File: config.mk
export PLATFORM = sky130hd
export DESIGN_NAME = conv_encoder_tx
export DESIGN_NICKNAME = d
export VERILOG_FILES = /design/src/rtl/conv_encoder_tx.sv
export SDC_FILE = /design/constraint.sdc
export NUM_CORES = 1
export LEC_CHECK = 0
export ABC_AREA = 1
export BUFFER_PORTS_ARGS = -buffer_cell sky130_fd_sc_hd__buf_2
export CORE_MARGIN = 2
export CORE_UTILIZATION = 31
export DETAILED_ROUTE_END_ITERATION = 12
export SETUP_SLACK_MARGIN = 0.1
export SYNTH_ARGS = -nofsm -noshare
export SYNTH_HDL_FRONTEND = slang
export SYNTH_SLANG_ARGS = --single-unit
export TNS_END_PERCENT = 5
File: constraint.sdc
create_clock -name clk -period 2.15 [get_ports clk]
set_input_delay 0.43 -clock clk [delete_from_list [all_inputs] [get_ports clk]]
set_output_delay 0.43 -clock clk [all_outputs]
set_load 0.02 [all_outputs]
File: src/rtl/conv_encoder_tx.sv
// conv_encoder_tx: rate-1/2, K=3 convolutional encoder, transmit side.
// Accepts a parallel message word plus a starting trellis state. It then
// streams one 2-bit coded symbol per valid/ready handshake, MSB of the
// message first. Two zero tail symbols follow and flush the trellis to 00.
//
// Ports:
//   clk, reset    - single rising-edge clock, synchronous active-high reset
//   start         - frame request, honoured only while busy=0
//   msg           - message bits, captured on accept
//   init_state    - starting encoder state {s1,s0}, captured on accept
//   tx_ready      - downstream accepts tx_data this cycle
//   tx_valid      - tx_data holds a valid coded symbol
//   tx_data       - coded symbol {G0 parity, G1 parity}
//   tx_last       - marks the final tail symbol
//   busy          - frame in progress
//   done          - one-cycle pulse after the final symbol handshake
//   end_state     - encoder state after the last symbol
module conv_encoder_tx #(
  parameter int unsigned     data_width = 2,
  parameter int unsigned     seq_width  = 5,
  parameter logic [2:0]      G0         = 3'b111,
  parameter logic [2:0]      G1         = 3'b101
) (
  input  logic                  clk,
  input  logic                  reset,
  input  logic                  start,
  input  logic [seq_width-1:0]  msg,
  input  logic [data_width-1:0] init_state,
  input  logic                  tx_ready,
  output logic                  tx_valid,
  output logic [data_width-1:0] tx_data,
  output logic                  tx_last,
  output logic                  busy,
  output logic                  done,
  output logic [data_width-1:0] end_state
);

  localparam int unsigned CW = (seq_width > 1) ? $clog2(seq_width) : 1;

  typedef enum logic [1:0] {
    IDLE = 2'd0,
    DATA = 2'd1,
    TAIL = 2'd2
  } fsm_t;

  fsm_t                  fsm_q, fsm_d;
  logic [seq_width-1:0]  sr_q, sr_d;
  logic [data_width-1:0] state_q, state_d;
  logic [CW-1:0]         cnt_q, cnt_d;
  logic                  tx_valid_q, tx_valid_d;
  logic [data_width-1:0] tx_data_q, tx_data_d;
  logic                  tx_last_q, tx_last_d;
  logic                  busy_q, busy_d;
  logic                  done_q, done_d;
  logic [data_width-1:0] end_state_q, end_state_d;
  logic                  xfer;

  function automatic logic [1:0] encode(input logic u, input logic [1:0] s);
    logic [2:0] reg3;
    reg3 = {u, s};
    return {^(reg3 & G0), ^(reg3 & G1)};
  endfunction

  assign xfer = tx_valid_q && tx_ready;

  // state_q and sr_q[MSB] always describe the symbol currently on tx_data.
  // A transfer therefore advances the trellis first (state_d) and then
  // encodes the following symbol from the advanced state.
  always_comb begin
    fsm_d       = fsm_q;
    sr_d        = sr_q;
    state_d     = state_q;
    cnt_d       = cnt_q;
    tx_valid_d  = tx_valid_q;
    tx_data_d   = tx_data_q;
    tx_last_d   = tx_last_q;
    busy_d      = busy_q;
    done_d      = 1'b0;
    end_state_d = end_state_q;

    case (fsm_q)
      IDLE: begin
        if (start) begin
          sr_d       = msg;
          state_d    = init_state;
          tx_data_d  = encode(msg[seq_width-1], init_state);
          tx_valid_d = 1'b1;
          tx_last_d  = 1'b0;
          busy_d     = 1'b1;
          cnt_d      = '0;
          fsm_d      = DATA;
        end
      end
      DATA: begin
        if (xfer) begin
          state_d = {sr_q[seq_width-1], state_q[1]};
          sr_d    = {sr_q[seq_width-2:0], 1'b0};
          cnt_d   = cnt_q + CW'(1);
          if (cnt_q == CW'(seq_width - 1)) begin
            tx_data_d = encode(1'b0, state_d);
            fsm_d     = TAIL;
          end else begin
            tx_data_d = encode(sr_d[seq_width-1], state_d);
          end
        end
      end
      TAIL: begin
        if (xfer) begin
          state_d = {1'b0, state_q[1]};
          if (tx_last_q) begin
            tx_valid_d  = 1'b0;
            tx_last_d   = 1'b0;
            busy_d      = 1'b0;
            done_d      = 1'b1;
            end_state_d = state_d;
            fsm_d       = IDLE;
          end else begin
            tx_data_d = encode(1'b0, state_d);
            tx_last_d = 1'b1;
          end
        end
      end
      default: fsm_d = IDLE;
    endcase
  end

  always_ff @(posedge clk) begin
    if (reset) begin
      fsm_q       <= IDLE;
      sr_q        <= '0;
      state_q     <= '0;
      cnt_q       <= '0;
      tx_valid_q  <= 1'b0;
      tx_data_q   <= '0;
      tx_last_q   <= 1'b0;
      busy_q      <= 1'b0;
      done_q      <= 1'b0;
      end_state_q <= '0;
    end else begin
      fsm_q       <= fsm_d;
      sr_q        <= sr_d;
      state_q     <= state_d;
      cnt_q       <= cnt_d;
      tx_valid_q  <= tx_valid_d;
      tx_data_q   <= tx_data_d;
      tx_last_q   <= tx_last_d;
      busy_q      <= busy_d;
      done_q      <= done_d;
      end_state_q <= end_state_d;
    end
  end

  assign tx_valid  = tx_valid_q;
  assign tx_data   = tx_data_q;
  assign tx_last   = tx_last_q;
  assign busy      = busy_q;
  assign done      = done_q;
  assign end_state = end_state_q;

endmodule

**Word-level counts from Yosys, hierarchy flattened**

Index checks and enable logic that the tools add are counted.

- Bits in registers: 18
- Bits in latches: 0
- Bits in writable memories: 0
- Bits in read-only memories: 0
- Bits of input ports: 11
- Output and inout bits: 8
- Word-level logic and storage cells: 71
- Memories: 0

- Add/sub/neg operators: 1
- Multiply operators: 0
- Div/mod/pow operators: 0
- $lt $le $gt $ge: 0
- Equal/unequal tests: 9
- Shift-type cells: 0
- Multiplexer cells: 31
- Bitwise logic cells: 2
- Reduce and logical (&&, ||, !) cells: 19

Operators with widths:

| kind | number |
|---|---|
| 2-to-1 mux 2 bit | 13 |
| one-hot mux 2 bit (3 select lines) | 3 |
| parity 3 bit | 6 |
| inequality test 2 bit (second input constant) | 6 |
| 2-to-1 mux 5 bit | 2 |
| one-hot mux 5 bit (2 select lines) | 1 |
| AND reduction 5 bit | 2 |
| AND reduction 3 bit | 3 |
| AND reduction 4 bit | 2 |
| 2-to-1 mux 1 bit | 7 |
| 2-to-1 mux 3 bit | 2 |
| one-hot mux 3 bit (2 select lines) | 1 |
| one-hot mux 1 bit (2 select lines) | 2 |
| nonzero test 2 bit | 2 |
| adder 3 x 1 -> 3 bit (second input constant) | 1 |
| equality test 3 bit (second input constant) | 1 |
| nonzero test 3 bit | 1 |
| OR reduction 3 bit | 1 |
| equality test 2 x 1 -> 1 bit (second input constant) | 1 |
| equality test 2 bit (second input constant) | 1 |
| zero test 2 bit | 1 |
| inverter 1 bit | 2 |
| logical AND 1 bit | 1 |

**Depth between registers and ports, before layout**

- Depth in word-level cells: 4
- Gate-level depth with buffers: 10
- Depth with buffers taken out: 10

**Least setup slack after synthesis**

OpenSTA, ideal clock, no wires.

- Path kind: reg-to-reg
- From: reg fsm_q[1]
- To: reg fsm_q[0]
- Library setup time: 120 ps
- Data arrival time: 1223 ps
- Data required time: 2030 ps
- Path slack: 807 ps
- Cell stages (with the launch flop): 7
- Buffers on the path: 0
- Period minus slack after synthesis: 1343 ps
- Path through: dfxtp_1 -> inv_1 -> ha_1 -> o21ai_2 -> nand4_1 -> o21ai_0 -> a21oi_1

- Longest elaborated chain between the ends: 3
- Elaborated cells on any way between the ends: 10
- Those cells by class: 7 x eq/ne; 1 x mux; 2 x reduce/logical

RTL lines:

| item | line | text |
|---|---|---|
| start, declared | 46 | `fsm_t fsm_q, fsm_d;` |
| start signal, assigned | 140 | `fsm_q <= fsm_d;` |
| equality test 2 x 1 -> 1 bit, or another cell as far along | 81 | `case (fsm_q)` |
| inequality test 2 bit (no line) | -- |  |
| AND reduction 5 bit (no line) | -- |  |

Several ways; a longest one is shown, not always the timed one.
A chain may end at the register's enable or synchronous reset.

**Worst setup path after layout**

- From: reg fsm_q[0]
- To: reg cnt_q[2]

- Longest elaborated chain between the ends: 3
- Elaborated cells on any way between the ends: 7
- Those cells by class: 3 x eq/ne; 1 x mux; 3 x reduce/logical

RTL lines:

| item | line | text |
|---|---|---|
| equality test 2 x 1 -> 1 bit / zero test 2 bit (equally long branches) | 81 |  |
| inequality test 2 bit (no line) / nonzero test 2 bit (equally long branches) | -- |  |
| AND reduction 3 bit (no line) | -- |  |
| end signal, assigned | 143 | `cnt_q <= cnt_d;` |
| end, declared | 49 | `logic [CW-1:0] cnt_q, cnt_d;` |

Several ways; a longest one is shown, not always the timed one.

==> metrics <==
Main synth FF type=dfxtp_1; Initial DRC Count=70; CTS tree=built; DR DRC count=0; CP Cell Sequence=inv_1, ha_1, nand2_1, o21ai_1, nand2_2, clkinv_1, nand3_1, a21oi_1; status=completed; Syn-to-layout area delta=13.77%; synthesized area=999.7 um2; setup violators final=0; final instance area=1137 um2; Gate Count Post-Synth=144; grt ovf=0; H-tree levels=1; post-layout min period=1.650 ns; EDFF count, synth=0; Comb power frac=56.6%; max-slew violation count=0; DR WL/cell=9.888 um; post-place setup slack=0.5188 ns; layout cells sized above 1=16.77%; Final Wtd Congestion=0.7970; via/cell ratio=4.454; fraction of registers with async set/reset=0%; die span in y=60.79 um; total power=1.544 mW; Synth cell types=24; crit start category=register; First-pass DRT Iterations=4; TritonCTS Buffers=3; num rows=20; vias in the first global route=834; first-pass GRT wire length=3422 um; WP data arrival=1.84 ns; clock latency on the worst-skew pair=0.29 ns; CP peak stage delay=0.41 ns; Initial Util=32.75%; Antenna diodes=0; YS warnings=0; Setup WS post-layout=0.5004 ns; clk buf depth=2; area post-placement=1110 um2; Fmax=606.2 MHz; die area=3695 um2; vias after detailed routing=913; Avg Cell Area, Syn=6.942 um2; CTS Sinks=17; post-route insts no fill=205; io pins=19; skew final=0.003233 ns; hold slack=0.3983 ns; pwr dens=1358 nW/um2; Crit. End Element=register; crit path buf inv count=2; hold_buf cts=0; Top Family by Delay on Critical Path=flip-flops; Detailed Place HPWL=1587 um; Period Utilization, post-route=76.73%; Total Neg Setup Slack=0 ns; Seq pwr share=32.0%; port buffer count=17; CTS Root Buffer Type=clkbuf_4; WP data required=2.34 ns; final wirelength=2027 um; largest net degree at the start of global routing=14; total nets after synthesis=163; core outline area=3053 um2; PostCTS Resize Cnt=0; Worst VDD drop=0.4883 mV; Final ANT Viol Nets=0; CTS clk-pin slew, worst paths=0.10 ns; Crit-path slowest cell=dfxtp_1; Leakage=0.5444 nW; final cell utilization of the core=37.25%; max_cap viols=0; clock power share=11.3%; setup bufs post-CTS=0; RSZ-0062 raised after global routing=no; critical path type=register to register; CP Max Fanout=13; nets=181; endpoints failing hold=0; Cells after DPL=201; Internal=788.8 uW; Yosys reg bits=17; DIE WIDTH=60.79 um; Tot GR Track Use=12.34%; Hold Path Class=input pin to register; initial antenna violation count=0; sw frac=48.92%; P_sw=755.6 uW; sequential fraction of the synthesis area=34.04%
-- logic make-up (layout without fill, tap and decap cells) --
| kind of cell | count (synthesis) | count (layout) | synth area share [%] |
|---|---|---|---|
| buf+inv | 25 | 42 | 10.89 |
| compound gates | 32 | 32 | 16.40 |
| other cells | 1 | 1 | 0.3751 |
| flops | 17 | 17 | 34.04 |
| simple gates | 59 | 59 | 26.53 |
| fa+ha+maj | 8 | 8 | 10.01 |
| xor+xnor | 2 | 2 | 1.753 |
-- worst paths after layout --
path	slack (ns)	cells past startpoint	to	start
worst max register to register	0.50	8	cnt_q[2]	fsm_q[0]
worst min register to register	0.46	2	sr_q[1]	sr_q[1]
worst min-delay path	0.40	2	cnt_q[1]	reset
worst max-delay path	0.50	8	cnt_q[2]	fsm_q[0]
-- routing by layer --
metal	up-vias	track usage [%]	wire length [um]	part of all wire (%)
li1	498	-	-	-
met5	-	0	0	0
met2	20	21.35	940	46
met3	2	3.838	114	5.6
met1	393	14.86	958	47
met4	0	3.106	13	0.64
-- placed cells by master (no fill, tap or decap), types with 8 or more instances in the layout --
cell and n:
nand2_1 30, inv_1 19, nor2_1 8, a21oi_1 16, ha_1 8, nand3_1 12
buf_2 17, o21ai_0 12, dfxtp_1 17
-- power by group through the flow --
stage | clock network (mW) | logic (mW) | registers [mW]
6_report | 0.175 | 0.875 | 0.495
3_3_place_gp | 0 | 0.859 | 0.499
3_5_place_dp | 0 | 0.880 | 0.502
4_1_cts | 0.183 | 0.883 | 0.495
2_1_floorplan | 0 | 0.693 | 0.526
5_1_grt | 0.193 | 1.01 | 0.510
-- cell type report --
| cell class | count | area, um2 |
|---|---|---|
| inverters | 21 | 78.83 |
| flip-flops and latches | 17 | 340.3 |
| clock buffers | 3 | 22.52 |
| repair buffers | 17 | 85.08 |
| fillers | 352 | 1916 |
| well taps | 44 | 55.05 |
| clock inverters | 1 | 5.005 |
| multi-input cells | 102 | 550.5 |
-- Yosys cell counts (all sizes together) (3+ instances only) --
master,instances,area [um2]
a21oi,16,80.08
nand4,3,18.77
nand3,12,60.06
buf,3,26.27
inv,20,75.07
dfxtp,17,340.3
o21ai,16,83.83
ha,8,100.1
nand2,33,136.4
nor2,8,30.03
-- sequential cells by signal (all words and copies together) (netlist names) --
name,count
sr_q,5
cnt_q,3
fsm_q,2
tx_data,2
busy,1
done,1
end_state,1
state_q,1
tx_last,1
-- worst reg2reg max path: stages, from the launching register on --
cell      delay (ns)
dfxtp_1         0.41
inv_1           0.12
ha_1            0.30
nand2_1         0.10
o21ai_1         0.07
nand2_2         0.20
clkinv_1        0.19
nand3_1         0.10
a21oi_1         0.06
(Power assumes the default switching activity.)
